--- src/rtl/fp_decoder.sv ---
// ---------------------------------------------------------------------------
// fp_decoder
//   Expands a packed floating-point code {S, E[2:0], F[3:0]} into a 12-bit
//   two's-complement linear value V = (-1)^S * F * 2^E.
//   An iterative shifter moves the significand left by one bit per cycle,
//   E cycles in total, so a conversion takes E+1 cycles from accept to result.
//   Only one conversion is in flight at a time.
//
// Ports
//   clk_i        rising-edge clock
//   rst_ni       asynchronous active-low reset
//   in_valid_i   input code present
//   in_ready_o   block can accept a code (high only while idle)
//   in_sign_i    sign bit S (1 = negative)
//   in_exp_i     exponent E, 0..7
//   in_sig_i     significand F, 0..15
//   out_valid_o  out_d_o holds a result
//   out_ready_i  consumer accepts the result
//   out_d_o      two's-complement result, range -1920..+1920
// ---------------------------------------------------------------------------
module fp_decoder (
  input  logic        clk_i,
  input  logic        rst_ni,
  input  logic        in_valid_i,
  output logic        in_ready_o,
  input  logic        in_sign_i,
  input  logic [2:0]  in_exp_i,
  input  logic [3:0]  in_sig_i,
  output logic        out_valid_o,
  input  logic        out_ready_i,
  output logic [11:0] out_d_o
);

  typedef enum logic [1:0] {
    ST_IDLE  = 2'd0,
    ST_SHIFT = 2'd1,
    ST_DONE  = 2'd2
  } state_e;

  state_e      state_q, state_d;
  logic [10:0] mag_q, mag_d;
  logic [2:0]  cnt_q, cnt_d;
  logic        sgn_q, sgn_d;
  logic        out_valid_q, out_valid_d;
  logic [11:0] out_d_q, out_d_d;

  // Apply the sign to an 11-bit magnitude. A zero magnitude always yields
  // +0 so that no negative-zero code can appear on the output.
  function automatic logic [11:0] apply_sign(input logic sgn, input logic [10:0] mag);
    logic [11:0] ext;
    ext = {1'b0, mag};
    if (mag == 11'd0) begin
      apply_sign = 12'h000;
    end else if (sgn) begin
      apply_sign = ~ext + 12'd1;
    end else begin
      apply_sign = ext;
    end
  endfunction

  // Next-state and datapath decode for the accept / shift / hold sequence.
  always_comb begin
    state_d     = state_q;
    mag_d       = mag_q;
    cnt_d       = cnt_q;
    sgn_d       = sgn_q;
    out_valid_d = out_valid_q;
    out_d_d     = out_d_q;

    case (state_q)
      ST_IDLE: begin
        out_valid_d = 1'b0;
        if (in_valid_i) begin
          mag_d   = {7'b0, in_sig_i};
          cnt_d   = in_exp_i;
          sgn_d   = in_sign_i;
          state_d = ST_SHIFT;
        end else begin
          state_d = ST_IDLE;
        end
      end

      ST_SHIFT: begin
        if (cnt_q != 3'd0) begin
          mag_d = {mag_q[9:0], 1'b0};
          cnt_d = cnt_q - 3'd1;
        end else begin
          out_d_d     = apply_sign(sgn_q, mag_q);
          out_valid_d = 1'b1;
          state_d     = ST_DONE;
        end
      end

      ST_DONE: begin
        // out_d_q is left untouched on transfer; it keeps the last result.
        if (out_ready_i) begin
          out_valid_d = 1'b0;
          state_d     = ST_IDLE;
        end else begin
          out_valid_d = 1'b1;
        end
      end

      default: begin
        state_d     = ST_IDLE;
        out_valid_d = 1'b0;
      end
    endcase
  end

  // State and datapath registers; reset aborts any conversion at once.
  always_ff @(posedge clk_i or negedge rst_ni) begin
    if (!rst_ni) begin
      state_q     <= ST_IDLE;
      mag_q       <= 11'd0;
      cnt_q       <= 3'd0;
      sgn_q       <= 1'b0;
      out_valid_q <= 1'b0;
      out_d_q     <= 12'h000;
    end else begin
      state_q     <= state_d;
      mag_q       <= mag_d;
      cnt_q       <= cnt_d;
      sgn_q       <= sgn_d;
      out_valid_q <= out_valid_d;
      out_d_q     <= out_d_d;
    end
  end

  assign in_ready_o  = (state_q == ST_IDLE);
  assign out_valid_o = out_valid_q;
  assign out_d_o     = out_d_q;

endmodule

--- config.mk ---
export PLATFORM = sky130hd
export DESIGN_NAME = fp_decoder
export DESIGN_NICKNAME = d
export VERILOG_FILES = /design/src/rtl/fp_decoder.sv
export SDC_FILE = /design/constraint.sdc
export NUM_CORES = 1
export LEC_CHECK = 0
export CAP_MARGIN = 20
export CORE_MARGIN = 5
export CORE_UTILIZATION = 36
export DETAILED_ROUTE_END_ITERATION = 16
export HOLD_SLACK_MARGIN = 0.08
export PLACE_DENSITY_LB_ADDON = 0.25
export SLEW_MARGIN = 20
export SYNTH_ARGS = -nofsm -noshare
export SYNTH_HDL_FRONTEND = slang
export SYNTH_SLANG_ARGS = --single-unit
--- constraint.sdc ---
create_clock -name clk_i -period 1.6 [get_ports clk_i]
set_input_delay 0.4 -clock clk_i [delete_from_list [all_inputs] [get_ports clk_i]]
set_output_delay 0.4 -clock clk_i [all_outputs]
set_load 0.03 [all_outputs]
==> impl_metrics.xml <==
<?xml version="1.0" encoding="UTF-8"?>
<metrics>
  <group name="run_status">
    <metric name="violations" unit="">setup timing</metric>
    <metric name="status" unit="">finished with violations</metric>
  </group>
  <group name="critical_path">
    <metric name="critPathMaxFanout" unit="">5</metric>
    <metric name="setup.worst_path.start_class" unit="">flip-flop</metric>
    <metric name="timing.critical_path.required" unit="ps">1770</metric>
    <metric name="setup.worst_path.class" unit="">flip-flop to flip-flop</metric>
    <metric name="kind_of_end_point_of_the_critical_path" unit="">flip-flop</metric>
    <metric name="crit_chain" unit="">inv_1 &gt; ha_2 &gt; or3b_4 &gt; o31ai_4 &gt; xor2_1 &gt; o21ai_1</metric>
    <metric name="critical-path-max-stage-delay" unit="ps">450</metric>
    <metric name="critical_path_arrival" unit="ps">1810</metric>
    <metric name="critPathSlowestCell" unit="">sky130_fd_sc_hd__or3b_4</metric>
  </group>
  <group name="synthesis">
    <metric name="synth.avg_cell_area" unit="um2">9.48</metric>
    <metric name="synth_top_flop_cell" unit="">sky130_fd_sc_hd__dfrtp_1</metric>
    <metric name="cell_area_after_synthesis" unit="um2">1560</metric>
    <metric name="synth.yosys.warnings" unit="">0</metric>
    <metric name="synth_edf_count" unit="">0</metric>
    <metric name="synth-seq-area-share" unit="">0.483</metric>
    <metric name="post_synth_main_area_contributors" unit="">sky130_fd_sc_hd__dfrtp_1 48%, sky130_fd_sc_hd__o21ai_0 9.0%, sky130_fd_sc_hd__nand2_1 8.7%, sky130_fd_sc_hd__ha_1 4.8%, sky130_fd_sc_hd__xor2_1 4.5%</metric>
    <metric name="yosys_register_bits" unit="">30</metric>
    <metric name="share_of_flip_flops_with_an_asynchronous_set_or_reset_after_synthesis" unit="">1.00</metric>
    <metric name="post-synth-top-area-cell" unit="">sky130_fd_sc_hd__dfrtp_1</metric>
    <metric name="synth_top_area_share" unit="">0.483</metric>
    <metric name="syn-instance-count" unit="">164</metric>
    <metric name="post_synth_num_cell_types" unit="">34</metric>
    <metric name="synthesis.nets" unit="">182</metric>
  </group>
  <group name="global_routing">
    <metric name="grt_first_pass_wirelength" unit="um">5440</metric>
    <metric name="global_route.overflow_total" unit="">0</metric>
    <metric name="grt_max_degree" unit="">31</metric>
    <metric name="gr-usage-all-layers" unit="">0.125</metric>
    <metric name="antenna_found_initial" unit="">0</metric>
    <metric name="grt_pass1_vias" unit="">1262</metric>
  </group>
  <group name="layout">
    <metric name="fin_cells" unit="">258</metric>
    <metric name="final_net_count" unit="">225</metric>
    <metric name="area.growth.synth_to_final" unit="%">38.0</metric>
    <metric name="number_of_inserted_diodes" unit="">0</metric>
    <metric name="filler_cell_count" unit="">406</metric>
    <metric name="layout-drive-gt1-share" unit="">0.218</metric>
  </group>
  <group name="timing">
    <metric name="fmax" unit="GHz">0.608</metric>
    <metric name="finalHoldViolations" unit="">0</metric>
    <metric name="timing.max_slew.rel_slack" unit="">0.595</metric>
    <metric name="post-route-min-period" unit="ps">1640</metric>
    <metric name="finalSetupViolCount" unit="">4</metric>
    <metric name="hold_ws" unit="ps">478</metric>
    <metric name="worstMarginPinSlew" unit="ps">608</metric>
    <metric name="rsz0062_at_grt" unit="">yes</metric>
    <metric name="post-route-period-util" unit="">1.03</metric>
    <metric name="worst_slack" unit="ps">-44.6</metric>
    <metric name="final_max_slew_viol_count" unit="">0</metric>
    <metric name="final.setup_skew" unit="ps">6.91</metric>
  </group>
  <group name="drt">
    <metric name="vias" unit="">1240</metric>
    <metric name="ant_nets" unit="">0</metric>
    <metric name="detailedRoute.firstIterationViolations" unit="">52</metric>
    <metric name="detail_route.wirelength" unit="um">3270</metric>
    <metric name="wl_per_cell" unit="um">12.7</metric>
    <metric name="drc" unit="">0</metric>
    <metric name="routed_via_density" unit="">4.81</metric>
    <metric name="firstDrtPassIters" unit="">4</metric>
  </group>
  <group name="power">
    <metric name="power.static_leakage" unit="nW">1.00</metric>
    <metric name="power_per_cell_area" unit="nW/um2">1990</metric>
    <metric name="switchingPower" unit="mW">1.83</metric>
    <metric name="power.share.sequential" unit="">0.300</metric>
    <metric name="netSwitchingFraction" unit="">0.428</metric>
    <metric name="worst_ir_drop_vdd" unit="uV">908</metric>
    <metric name="clkPwrFrac" unit="">0.136</metric>
    <metric name="share_comb_of_total_power" unit="">0.563</metric>
    <metric name="internal_power" unit="mW">2.44</metric>
  </group>
  <group name="clock_network">
    <metric name="tritoncts" unit="">built</metric>
    <metric name="tritoncts_buffers" unit="">5</metric>
    <metric name="h-tree-depth" unit="">2</metric>
    <metric name="clk_latency" unit="ps">280</metric>
    <metric name="post_cts_hold_buffer_count" unit="">0</metric>
    <metric name="clk_pin_slew_worst_paths" unit="ps">60</metric>
    <metric name="clockRootBuffer" unit="">sky130_fd_sc_hd__clkbuf_8</metric>
    <metric name="cts_buffer_depth" unit="">2</metric>
    <metric name="cts.sinks" unit="">30</metric>
  </group>
  <group name="floorplan">
    <metric name="rows" unit="">24</metric>
    <metric name="dieWidth" unit="um">75.7</metric>
    <metric name="core" unit="um2">4260</metric>
    <metric name="number_of_top_level_pins" unit="">26</metric>
    <metric name="floorplan.die_area" unit="um2">5730</metric>
    <metric name="die-height" unit="um">75.7</metric>
    <metric name="start_util" unit="">0.365</metric>
  </group>
  <group name="placed_design">
    <metric name="place.detailed.instances" unit="">252</metric>
    <metric name="dp.final_hpwl" unit="um">2430</metric>
    <metric name="port-buffer-count" unit="">25</metric>
    <metric name="gpl.final_weighted_congestion" unit="">0.813</metric>
  </group>
  <group name="run">
    <metric name="max_cap_viol_count" unit="">0</metric>
  </group>
  <group name="worst_hold_path">
    <metric name="worstHoldPathType" unit="">flip-flop to flip-flop</metric>
  </group>
</metrics>
critical path, delay by kind of cell, from the launching register on:
kind / cells / cell delay, ps
buffers and inverters: 1 / 70
DFF: 1 / 400
AOI/OAI and AO/OA: 2 / 280
adders and majority gates: 1 / 160
xor gates and xnor gates: 1 / 170
and+or+nand+nor: 1 / 450
registers in the layout, indices dropped and copies added (netlist names):
| register | cells |
|---|---|
| out_d_o | 12 |
| mag_q | 11 |
| cnt_q | 3 |
| state_q | 2 |
| out_valid_o | 1 |
| sgn_q | 1 |
power groups by stage:
stage / logic, mW / registers (mW) / clock network, mW
after floorplan: 1.26 / 1.48 / 0
after global placement: 2.21 / 1.25 / 0
after detailed placement: 2.25 / 1.27 / 0
after CTS: 2.27 / 1.27 / 0.607
after global routing: 2.65 / 1.33 / 0.636
final: 2.41 / 1.28 / 0.582
Yosys cell counts, types with 2 or more instances:
cell type                   n
sky130_fd_sc_hd__o21ai_0   28
sky130_fd_sc_hd__o31ai_1    4
sky130_fd_sc_hd__mux2i_1    6
sky130_fd_sc_hd__a21oi_1    2
sky130_fd_sc_hd__nor2_1     6
sky130_fd_sc_hd__xor2_1     8
sky130_fd_sc_hd__clkbuf_1   3
sky130_fd_sc_hd__ha_1       6
sky130_fd_sc_hd__nand2_1   36
sky130_fd_sc_hd__nand3_1    2
sky130_fd_sc_hd__mux2_2     2
sky130_fd_sc_hd__inv_1      9
sky130_fd_sc_hd__dfrtp_1   30
sky130_fd_sc_hd__nand2b_1   2
routing by layer:
metal | global-route usage | wire length [um] | up-vias
li1 | - | - | 641
met2 | 0.207 | 1550 | 31
met1 | 0.151 | 1460 | 562
met5 | 0 | 0 | -
met4 | 0.0408 | 45 | 0
met3 | 0.0449 | 205 | 6
through the flow:
stage	utilization	area (um2)	power (mW)	TNS [ps]	setup WS, ps
finish	0.503	2150	4.27	-135	-44.6
global route	0.503	2150	4.61	-687	-139
CTS	0.489	2090	4.14	-90.7	-36.7
detailed placement	0.467	1990	3.52	-1260	-92.2
global placement	0.467	1990	3.45	-676	-57.7
floorplan	-	1570	2.74	-22.2	-7.44
kinds of logic after synthesis:
kind of cell,Yosys count,synth area share
AND/OR/NAND/NOR,53,0.154
multiplexers,8,0.0531
flip-flops,30,0.483
adder cells (fa/ha/maj),6,0.0483
XOR/XNOR,9,0.0507
AO/OA/AOI/OAI,43,0.170
buffers and inverters,15,0.0418
placed cells by master, fill, tap and decap left out, drive strengths merged:
master,netlist,routed
nand2,36,36
dfrtp,30,30
o21ai,30,30
buf,3,18
dlygate4sd2,0,13
clkdlybuf4s50,0,11
inv,9,9
xor2,8,8
clkbuf,3,6
nor2,6,6
mux2i,6,6
ha,6,6
o31ai,5,5
nand2b,2,2
mux2,2,2
nand3,2,2
a21oi,2,2
or3,2,2
or4,2,2
nor2b,1,1
or3b,1,1
a22o,1,1
a21o,1,1
a31o,1,1
o22ai,1,1
nor3b,1,1
a221o,1,1
o21a,1,1
xnor2,1,1
cell type report:
type	instances	area (um2)	share of cell area
Clock buffer	6	82.6	0.0385
Inverter	9	33.8	0.0157
Multi-Input combinational cell	119	842	0.392
Sequential cell	30	751	0.350
Tap cell	52	65.1	0.0303
Timing Repair Buffer	42	372	0.173
worst paths after layout:
check | start | to | slack (ps) | cells after the start
max in group asynchronous | rst_ni | out_d_o[1]$_DFFE_PN0P_ | 780 | 2
min in group asynchronous | rst_ni | out_d_o[8]$_DFFE_PN0P_ | 510 | 2
max reg2reg | mag_q[1]$_DFFE_PN0P_ | out_d_o[8]$_DFFE_PN0P_ | -40 | 6
min | out_d_o[9]$_DFFE_PN0P_ | out_d_o[9]$_DFFE_PN0P_ | 480 | 2
min reg2reg | out_d_o[9]$_DFFE_PN0P_ | out_d_o[9]$_DFFE_PN0P_ | 480 | 2
max | mag_q[1]$_DFFE_PN0P_ | out_d_o[8]$_DFFE_PN0P_ | -40 | 6
what timing repair did:
action	CTS	global route
setup endpoints to repair	25	25
resized for setup	25	18
setup buffers	0	0
pin swaps	6	1
Power figures use the tool's default switching activity.
